File: src/rtl/spi_slave_if.sv
// spi_slave_if: SPI pins plus the TX/RX byte handshake between host logic and the responder
interface spi_slave_if #(parameter int WIDTH = 8);
  logic             sclk;
  logic             cs;
  logic             mosi;
  logic             miso;
  logic [WIDTH-1:0] tx_data;
  logic             tx_valid;
  logic             tx_ready;
  logic [WIDTH-1:0] rx_data;
  logic             rx_valid;
  logic             tx_underrun;
  logic             busy;
  modport slave (
    input  sclk, cs, mosi, tx_data, tx_valid,
    output miso, tx_ready, rx_data, rx_valid, tx_underrun, busy
  );
  modport master (
    output sclk, cs, mosi, tx_data, tx_valid,
    input  miso, tx_ready, rx_data, rx_valid, tx_underrun, busy
  );
endinterface

File: src/rtl/spi_slave.sv
// spi_slave: oversampling SPI mode-0 responder with one-deep TX holding register
module spi_slave #(
  parameter int WIDTH       = 8,
  parameter int SYNC_STAGES = 2
) (
  input logic        clk,
  input logic        rst_n,
  spi_slave_if.slave bus
);
  localparam int CW = $clog2(WIDTH + 1);
  localparam logic [0:0] IDLE   = 1'b0;
  localparam logic [0:0] ACTIVE = 1'b1;

  logic [SYNC_STAGES-1:0] sclk_sync_q, cs_sync_q, mosi_sync_q, vld_q;
  logic                   sclk_hist_q, cs_hist_q, mosi_hist_q, armed_q;
  logic                   sclk_rise_q, sclk_fall_q, cs_fall_q, cs_rise_q;
  logic [0:0]             state_q, state_d;
  logic [CW-1:0]          cnt_q, cnt_d;
  logic [WIDTH-1:0]       hold_q, hold_d, tx_sh_q, tx_sh_d, rx_sh_q, rx_sh_d, rx_data_q, rx_data_d;
  logic                   hold_full_q, hold_full_d, rx_valid_q, rx_valid_d;
  logic                   underrun_q, underrun_d, miso_q, miso_d, load, wr;

  // Synchronise pins and register edge events; cs_fall needs a genuinely observed high cs first,
  // so a cs held low across reset cannot start a frame from the reset values of the chain.
  always_ff @(posedge clk) begin
    if (!rst_n) begin
      sclk_sync_q <= '0;
      cs_sync_q   <= '1;
      mosi_sync_q <= '0;
      vld_q       <= '0;
      sclk_hist_q <= 1'b0;
      cs_hist_q   <= 1'b1;
      mosi_hist_q <= 1'b0;
      armed_q     <= 1'b0;
      sclk_rise_q <= 1'b0;
      sclk_fall_q <= 1'b0;
      cs_fall_q   <= 1'b0;
      cs_rise_q   <= 1'b0;
    end else begin
      sclk_sync_q <= {sclk_sync_q[SYNC_STAGES-2:0], bus.sclk};
      cs_sync_q   <= {cs_sync_q[SYNC_STAGES-2:0], bus.cs};
      mosi_sync_q <= {mosi_sync_q[SYNC_STAGES-2:0], bus.mosi};
      vld_q       <= {vld_q[SYNC_STAGES-2:0], 1'b1};
      sclk_hist_q <= sclk_sync_q[SYNC_STAGES-1];
      cs_hist_q   <= cs_sync_q[SYNC_STAGES-1];
      mosi_hist_q <= mosi_sync_q[SYNC_STAGES-1];
      armed_q     <= armed_q | (vld_q[SYNC_STAGES-1] & cs_sync_q[SYNC_STAGES-1]);
      sclk_rise_q <= sclk_sync_q[SYNC_STAGES-1] & ~sclk_hist_q;
      sclk_fall_q <= ~sclk_sync_q[SYNC_STAGES-1] & sclk_hist_q;
      cs_fall_q   <= armed_q & ~cs_sync_q[SYNC_STAGES-1] & cs_hist_q;
      cs_rise_q   <= cs_sync_q[SYNC_STAGES-1] & ~cs_hist_q;
    end
  end

  // Frame FSM, shift registers and holding register; a load always sees the pre-write holding state
  always_comb begin
    state_d   = state_q;
    cnt_d     = cnt_q;
    tx_sh_d   = tx_sh_q;
    rx_sh_d   = rx_sh_q;
    rx_data_d = rx_data_q;
    rx_valid_d = 1'b0;
    load      = 1'b0;
    if (state_q == IDLE) begin
      if (cs_fall_q) begin
        state_d = ACTIVE;
        cnt_d   = '0;
        load    = 1'b1;
      end
    end else if (cs_rise_q) begin
      state_d = IDLE;
      cnt_d   = '0;
    end else if (sclk_rise_q) begin
      rx_sh_d = {rx_sh_q[WIDTH-2:0], mosi_hist_q};
      cnt_d   = cnt_q + CW'(1);
      if (cnt_q == CW'(WIDTH - 1)) begin
        cnt_d      = '0;
        rx_data_d  = rx_sh_d;
        rx_valid_d = 1'b1;
        load       = 1'b1;
      end
    end else if (sclk_fall_q && cnt_q != '0) begin
      tx_sh_d = tx_sh_q << 1;
    end
    wr          = bus.tx_valid & ~hold_full_q;
    tx_sh_d     = load ? (hold_full_q ? hold_q : '0) : tx_sh_d;
    underrun_d  = load & ~hold_full_q;
    hold_full_d = wr | (hold_full_q & ~load);
    hold_d      = wr ? bus.tx_data : hold_q;
    miso_d      = (state_d == ACTIVE) & tx_sh_d[WIDTH-1];
  end

  // State registers
  always_ff @(posedge clk) begin
    if (!rst_n) begin
      state_q     <= IDLE;
      cnt_q       <= '0;
      tx_sh_q     <= '0;
      rx_sh_q     <= '0;
      rx_data_q   <= '0;
      rx_valid_q  <= 1'b0;
      hold_q      <= '0;
      hold_full_q <= 1'b0;
      underrun_q  <= 1'b0;
      miso_q      <= 1'b0;
    end else begin
      state_q     <= state_d;
      cnt_q       <= cnt_d;
      tx_sh_q     <= tx_sh_d;
      rx_sh_q     <= rx_sh_d;
      rx_data_q   <= rx_data_d;
      rx_valid_q  <= rx_valid_d;
      hold_q      <= hold_d;
      hold_full_q <= hold_full_d;
      underrun_q  <= underrun_d;
      miso_q      <= miso_d;
    end
  end

  assign bus.miso        = miso_q;
  assign bus.tx_ready    = ~hold_full_q;
  assign bus.rx_data     = rx_data_q;
  assign bus.rx_valid    = rx_valid_q;
  assign bus.tx_underrun = underrun_q;
  assign bus.busy        = (state_q == ACTIVE);
endmodule

File: src/flat_wrapper.sv
// flat-port wrapper written by rule: the top's interface ports become plain ports
module spi_slave_flat 
#(
  parameter int WIDTH       = 8,
  parameter int SYNC_STAGES = 2
)
  (clk, rst_n, bus_sclk, bus_cs, bus_mosi, bus_tx_data, bus_tx_valid, bus_miso, bus_tx_ready, bus_rx_data, bus_rx_valid, bus_tx_underrun, bus_busy);
  spi_slave_if #(.WIDTH(WIDTH)) bus_i ();
  input logic clk;
  input logic rst_n;
  input wire logic [$bits(bus_i.sclk)-1:0] bus_sclk;
  input wire logic [$bits(bus_i.cs)-1:0] bus_cs;
  input wire logic [$bits(bus_i.mosi)-1:0] bus_mosi;
  input wire logic [$bits(bus_i.tx_data)-1:0] bus_tx_data;
  input wire logic [$bits(bus_i.tx_valid)-1:0] bus_tx_valid;
  output wire logic [$bits(bus_i.miso)-1:0] bus_miso;
  output wire logic [$bits(bus_i.tx_ready)-1:0] bus_tx_ready;
  output wire logic [$bits(bus_i.rx_data)-1:0] bus_rx_data;
  output wire logic [$bits(bus_i.rx_valid)-1:0] bus_rx_valid;
  output wire logic [$bits(bus_i.tx_underrun)-1:0] bus_tx_underrun;
  output wire logic [$bits(bus_i.busy)-1:0] bus_busy;
  assign bus_i.sclk = bus_sclk;
  assign bus_i.cs = bus_cs;
  assign bus_i.mosi = bus_mosi;
  assign bus_i.tx_data = bus_tx_data;
  assign bus_i.tx_valid = bus_tx_valid;
  assign bus_miso = bus_i.miso;
  assign bus_tx_ready = bus_i.tx_ready;
  assign bus_rx_data = bus_i.rx_data;
  assign bus_rx_valid = bus_i.rx_valid;
  assign bus_tx_underrun = bus_i.tx_underrun;
  assign bus_busy = bus_i.busy;
  spi_slave #(.WIDTH(WIDTH), .SYNC_STAGES(SYNC_STAGES)) u_core (.clk(clk), .rst_n(rst_n), .bus(bus_i));
endmodule
File: config.mk
export PLATFORM = sky130hd
export DESIGN_NAME = spi_slave_flat
export DESIGN_NICKNAME = d
export VERILOG_FILES = /design/src/rtl/spi_slave_if.sv /design/src/rtl/spi_slave.sv /design/src/flat_wrapper.sv
export SDC_FILE = /design/constraint.sdc
export NUM_CORES = 1
export LEC_CHECK = 0
export BUFFER_PORTS_ARGS = -buffer_cell sky130_fd_sc_hd__buf_2
export CORE_MARGIN = 4
export CORE_UTILIZATION = 45
export CTS_CLUSTER_DIAMETER = 150
export DETAILED_ROUTE_END_ITERATION = 8
export PLACE_DENSITY = 0.69
export SLEW_MARGIN = 5
export SYNTH_ARGS = -nofsm -noshare
export SYNTH_HDL_FRONTEND = slang
export SYNTH_SLANG_ARGS = --single-unit
File: constraint.sdc
create_clock -name clk -period 2.25 [get_ports clk]
set_clock_uncertainty 0.05 [all_clocks]
set_input_delay 0.45 -clock clk [delete_from_list [all_inputs] [get_ports clk]]
set_output_delay 0.45 -clock clk [all_outputs]
set_load 0.03 [all_outputs]
# == After elaboration in Yosys (flattened, before gate mapping) ==
# Cells that the tools add are included.
# totals
wordCells,77
in_bits,14
regBits,56
out_inout_bits,13
# classes
n_eq_ne,4
add_sub_neg,1
bitwise,19
n_mux,19
reduce_logical,10
# op_table
op,count
$mux 8,6
$mux 4,5
$and 1x1->1,10
$mux 1,8
$reduce_and 4->1,2
$not 1->1,7
$reduce_bool 2->1,3
$add 4x1->4 const B,1
$eq 4x3->1 const B,1
$ne 2x2->1 const B,2
$reduce_and 2->1,2
$reduce_bool 4->1,1
$ne 3x1->1 const B,1
$reduce_and 3->1,1
$or 1x1->1,2
$logic_and 1x1->1,1

# == Depth between registers and ports, before layout ==
# depth
ltp_word,8
depth_mapped,6
ltp_nobuf,5

# == Worst setup path before layout ==
# No wires, ideal clock.
# synth_timing
path_kind,register to register
start,reg u_core.state_q (netlist: u_core.bus.busy)
end,reg u_core.tx_sh_q[1]
n_path_buf,2
setup_time_ns,0.120
path_slack_ns,0.407
t_arrival_ns,1.674
period_less_slack_ns,1.843
path_stages_with_launch,7
required_ns,2.080
path_cell_list,dfxtp_1 nand2b_1 buf_6 a2111oi_4 buf_6 nor3_1 a211o_1
# synth_via
elab_chain_len,3
elab_cells_between_ends,7
classes_between,2 x eq/ne; 2 x mux; 3 x reduce/logical
# synth_rtl
item,line_no,text
"start, declared",spi_slave.sv:17,"logic [0:0] state_q, state_d;"
"start signal, assigned",spi_slave.sv:107,state_q <= state_d;
$mux 1,spi_slave.sv:64,if (state_q == IDLE) begin
$ne 2x2->1 (no source line) or $reduce_bool 2->1 (tied branches),--,
$reduce_and 4->1 (no source line),--,
"end signal, assigned",spi_slave.sv:109,tx_sh_q <= tx_sh_d;
"end, declared",spi_slave.sv:19,"logic [WIDTH-1:0] hold_q, hold_d, tx_sh_q, tx_sh_d, rx_sh_q, rx_sh_d, rx_data_q, rx_data_d;"
# Several ways; a longest one is shown, not always the timed one.
# A chain may end at the register's enable or synchronous reset.

# == Worst setup path in the final report ==
# layout_timing
start,reg u_core.cnt_q[0]
end,reg u_core.tx_sh_q[1]
# layout_via
elab_chain_len,7
elab_cells_between_ends,13
classes_between,3 x eq/ne; 5 x mux; 5 x reduce/logical
# layout_rtl
item,line_no,text
"start, declared",spi_slave.sv:18,"logic [CW-1:0] cnt_q, cnt_d;"
"start signal, assigned",spi_slave.sv:108,cnt_q <= cnt_d;
$eq 4x3->1,spi_slave.sv:76,if (cnt_q == CW'(WIDTH - 1)) begin
$mux 1,spi_slave.sv:76,
$mux 1,spi_slave.sv:73,end else if (sclk_rise_q) begin
$mux 1,spi_slave.sv:70,end else if (cs_rise_q) begin
$mux 1,spi_slave.sv:64,
$ne 2x2->1 (no source line) or $reduce_bool 2->1 (tied branches),--,
$reduce_and 4->1 (no source line),--,
# Several ways; a longest one is shown, not always the timed one.

==> impl_results.md <==
* Post-synthesis sequential area ratio at 0.546
* CTS Buf Count at 5
* Port bufs at 26
* Cells along the critical path: ha_1, nand4b_1, o21ai_0, buf_4, and3_1, a211o_1
* Clock sink total at 56
* Final hold vios at 0
* WL/cell at ~12 um
* Die H at 75.5 um
* Critical path class: reg -> reg
* Maximum VDD drop at between 0.0004 and 0.0005 V
* H-tree depth at 2
* Crit path from: u_core.cnt_q[0]$_SDFFE_PN0P_
* CTS root buf: clkbuf_8
* Total grt overflow at 0
* Total core area at ~4400 um^2
* I/O pin cnt at 27
* Clock tree buffer depth at 2
* Die Wd at 75.5 um
* Worst endpoint required time at 2450 ps
* Largest stage delay on the critical path at 410 ps
* CTS clock-pin slew for the worst setup and hold paths at 100 ps
* Initial antenna violation count at 0
* First-pass GRT wire length at 6190 um
* Max Fclk at roughly 0.54 GHz
* Yosys synthesis warning count at 0
* Post-route DRC at 0
* Slowest CP cell: dfxtp_1
* RSZ-0062 raised after global routing: no
* CTS tree: yes
* Area grow syn2layout at 13.5%
* Pre-CTS setup slack at ~440 ps
* Post-CTS Hold Fix Bufs at 0
* N_diodes at 0
* GRT Util Overall at 0.142
* Crit path DAT at 2060 ps
* Slew Limit Fails at 0
* Yosys top cell area share at 0.546
* DR pass1 iterations at 4
* Placer Congestion at just over 0.7
* PD cells at 697 nW/um^2
* Vias/cell at 5.09
* Max cap viols at 0
* 1st-iter DRT viols at 47
* Min-delay worst type: in -> reg
* Cell area after synthesis at 2050 um^2
* Post-route ant nets at 0
* Hold WS at 272 ps
* Final wirelength at between 3000 and 4000 um
* Worst setup margin at a little under 400 ps
* Seq cells post-synth at 56
* Site Rows at 24
* # fillers at 419
* Detail Placement HPWL at 2420 um
* R2R Path End: u_core.tx_sh_q[1]$_SDFFE_PN0P_
* Post-synthesis cell type count at 31
* Clk Latency, worst-skew pair at 300 ps
* Post-synthesis cell count at 214
* Syn_area_per_cell at around 9.6 um^2
* Most frequent cells in the layout: 56 x dfxtp_1, 29 x nand2_1, 26 x buf_2, 21 x nor2_1, 16 x mux2i_1
* Worst reg2reg path depth at 6
* Starting Density at 0.468
* Status: finished clean
* Post-CTS setup repair buffer count at 0
* Mapped Nets at 230
* Final setup fails at 0
* Vias at between 1000 and 1500
* Synth async-reset ratio at 0
* Die area at 5710 um^2
* Tmin final at 1860 ps
* Setup TNS at 0 ps
* FF+latch area at 1120 um^2
* Crit-path max FO at 11
* Top cells by area, synth: dfxtp_1 55%, mux2i_1 7.8%, nand2_1 5.3%
* Largest net degree at the start of global routing at 34
* Tcrit/Tclk final at 0.826
* Crit end category: register
* Slew headroom at 0.623
* Critical Path Sink: u_core.tx_sh_q[1]$_SDFFE_PN0P_
* Share of layout cells above drive strength 1 at 0.169
* Startpoint types: register
* Commonest non-fill, non-tap cell in the layout: dfxtp_1
* Minimum setup slack among reg-to-reg paths at around 390 ps
* Reg-to-Reg Start: u_core.cnt_q[0]$_SDFFE_PN0P_
* Top_reg_cell synth: dfxtp_1
* Synth area leader: dfxtp_1
* Total Power at 0.00163 W
* PostCTS Resize Cnt at 0
* Vias in the first global route at 1428
* Hold path start: bus_cs
* Worst-Margin Slew at 564 ps
* Area of the multi-input gates at 850 um^2
* NumNets Final at around 260
* EDFF count, synth at 0
* Leakage Power at 1.04 nW
metrics by stage:
| step | std cells | instance area [um^2] | utilization |
|---|---|---|---|
| finish | 294 | 2330 | 0.532 |
| CTS | 294 | 2330 | 0.532 |
| global placement | 286 | 2240 | 0.511 |
| floorplan | 214 | 2050 | - |
| detailed placement | 286 | 2240 | 0.511 |
| global route | 294 | 2330 | 0.532 |
state kept, by name (all words and copies together) (netlist names), 2 cells and up:
register / cells
u_core.bus.rx_data: 8
u_core.cnt_q: 4
u_core.cs_sync_q: 2
u_core.hold_q: 8
u_core.mosi_sync_q: 2
u_core.rx_sh_q: 7
u_core.sclk_sync_q: 2
u_core.tx_sh_q: 8
u_core.vld_q: 2
per-layer routing:
metal | global-route usage | up-vias | part of all wire
met2 | 0.227 | 27 | 0.45
met4 | 0.0602 | 0 | 0.022
met3 | 0.0383 | 7 | 0.048
met5 | 0 | - | 0
met1 | 0.180 | 686 | 0.48
li1 | - | 777 | -
power by group:
part	switching (W)	internal, W
combinational	0.0000423	0.0000275
clock	0.000310	0.000222
sequential	0.0000117	0.00101
total	0.000364	0.00126
worst min path at each step:
| stage | end | slack [ps] | cells past startpoint |
|---|---|---|---|
| after floorplan | u_core.sclk_rise_q$_SDFF_PN0_ | 330 | 1 |
| after global placement | u_core.cs_sync_q[1]$_SDFF_PN1_ | 340 | 1 |
| after detailed placement | u_core.sclk_rise_q$_SDFF_PN0_ | 350 | 1 |
| after CTS | u_core.cs_sync_q[0]$_SDFF_PN1_ | 260 | 2 |
| after global routing | u_core.cs_sync_q[0]$_SDFF_PN1_ | 260 | 2 |
| final | u_core.cs_sync_q[0]$_SDFF_PN1_ | 270 | 2 |
final cells by class:
class,count,area share
Clock buffer,6,0.0311
Timing Repair Buffer,31,0.0773
Tap cell,52,0.0279
Multi-Input combinational cell,140,0.364
Inverter,7,0.0113
Sequential cell,56,0.481
Clock inverter,2,0.00698
Yosys cell counts, drive strengths merged (2+ instances only):
cell type   n
buf         4
and2        8
dfxtp      56
nand4b      2
a21oi      14
mux2i      16
and3        7
o21ai       4
ha          2
nor3        8
nor2b       4
a211oi      2
a211o       6
nand2b      5
inv         7
nor2       22
nand2      29
clkbuf      7
cells by family (layout without fill, tap and decap cells):
family / count (synthesis) / in the layout / synth area share
flip-flops: 56 / 56 / 0.546
multiplexers: 16 / 16 / 0.0780
AND/OR/NAND/NOR: 90 / 90 / 0.213
AO/OA/AOI/OAI: 32 / 32 / 0.111
adder cells (fa/ha/maj): 2 / 2 / 0.0122
buffers and inverters: 18 / 46 / 0.0402
critical path, delay by kind of cell, from the launching register on:
family	cells	cell delay, ps
DFF	1	410
buffers and inverters	1	200
and+or+nand+nor	2	500
adders and majority gates	1	260
AOI/OAI and AO/OA	2	380
Power figures use the tool's default switching activity.
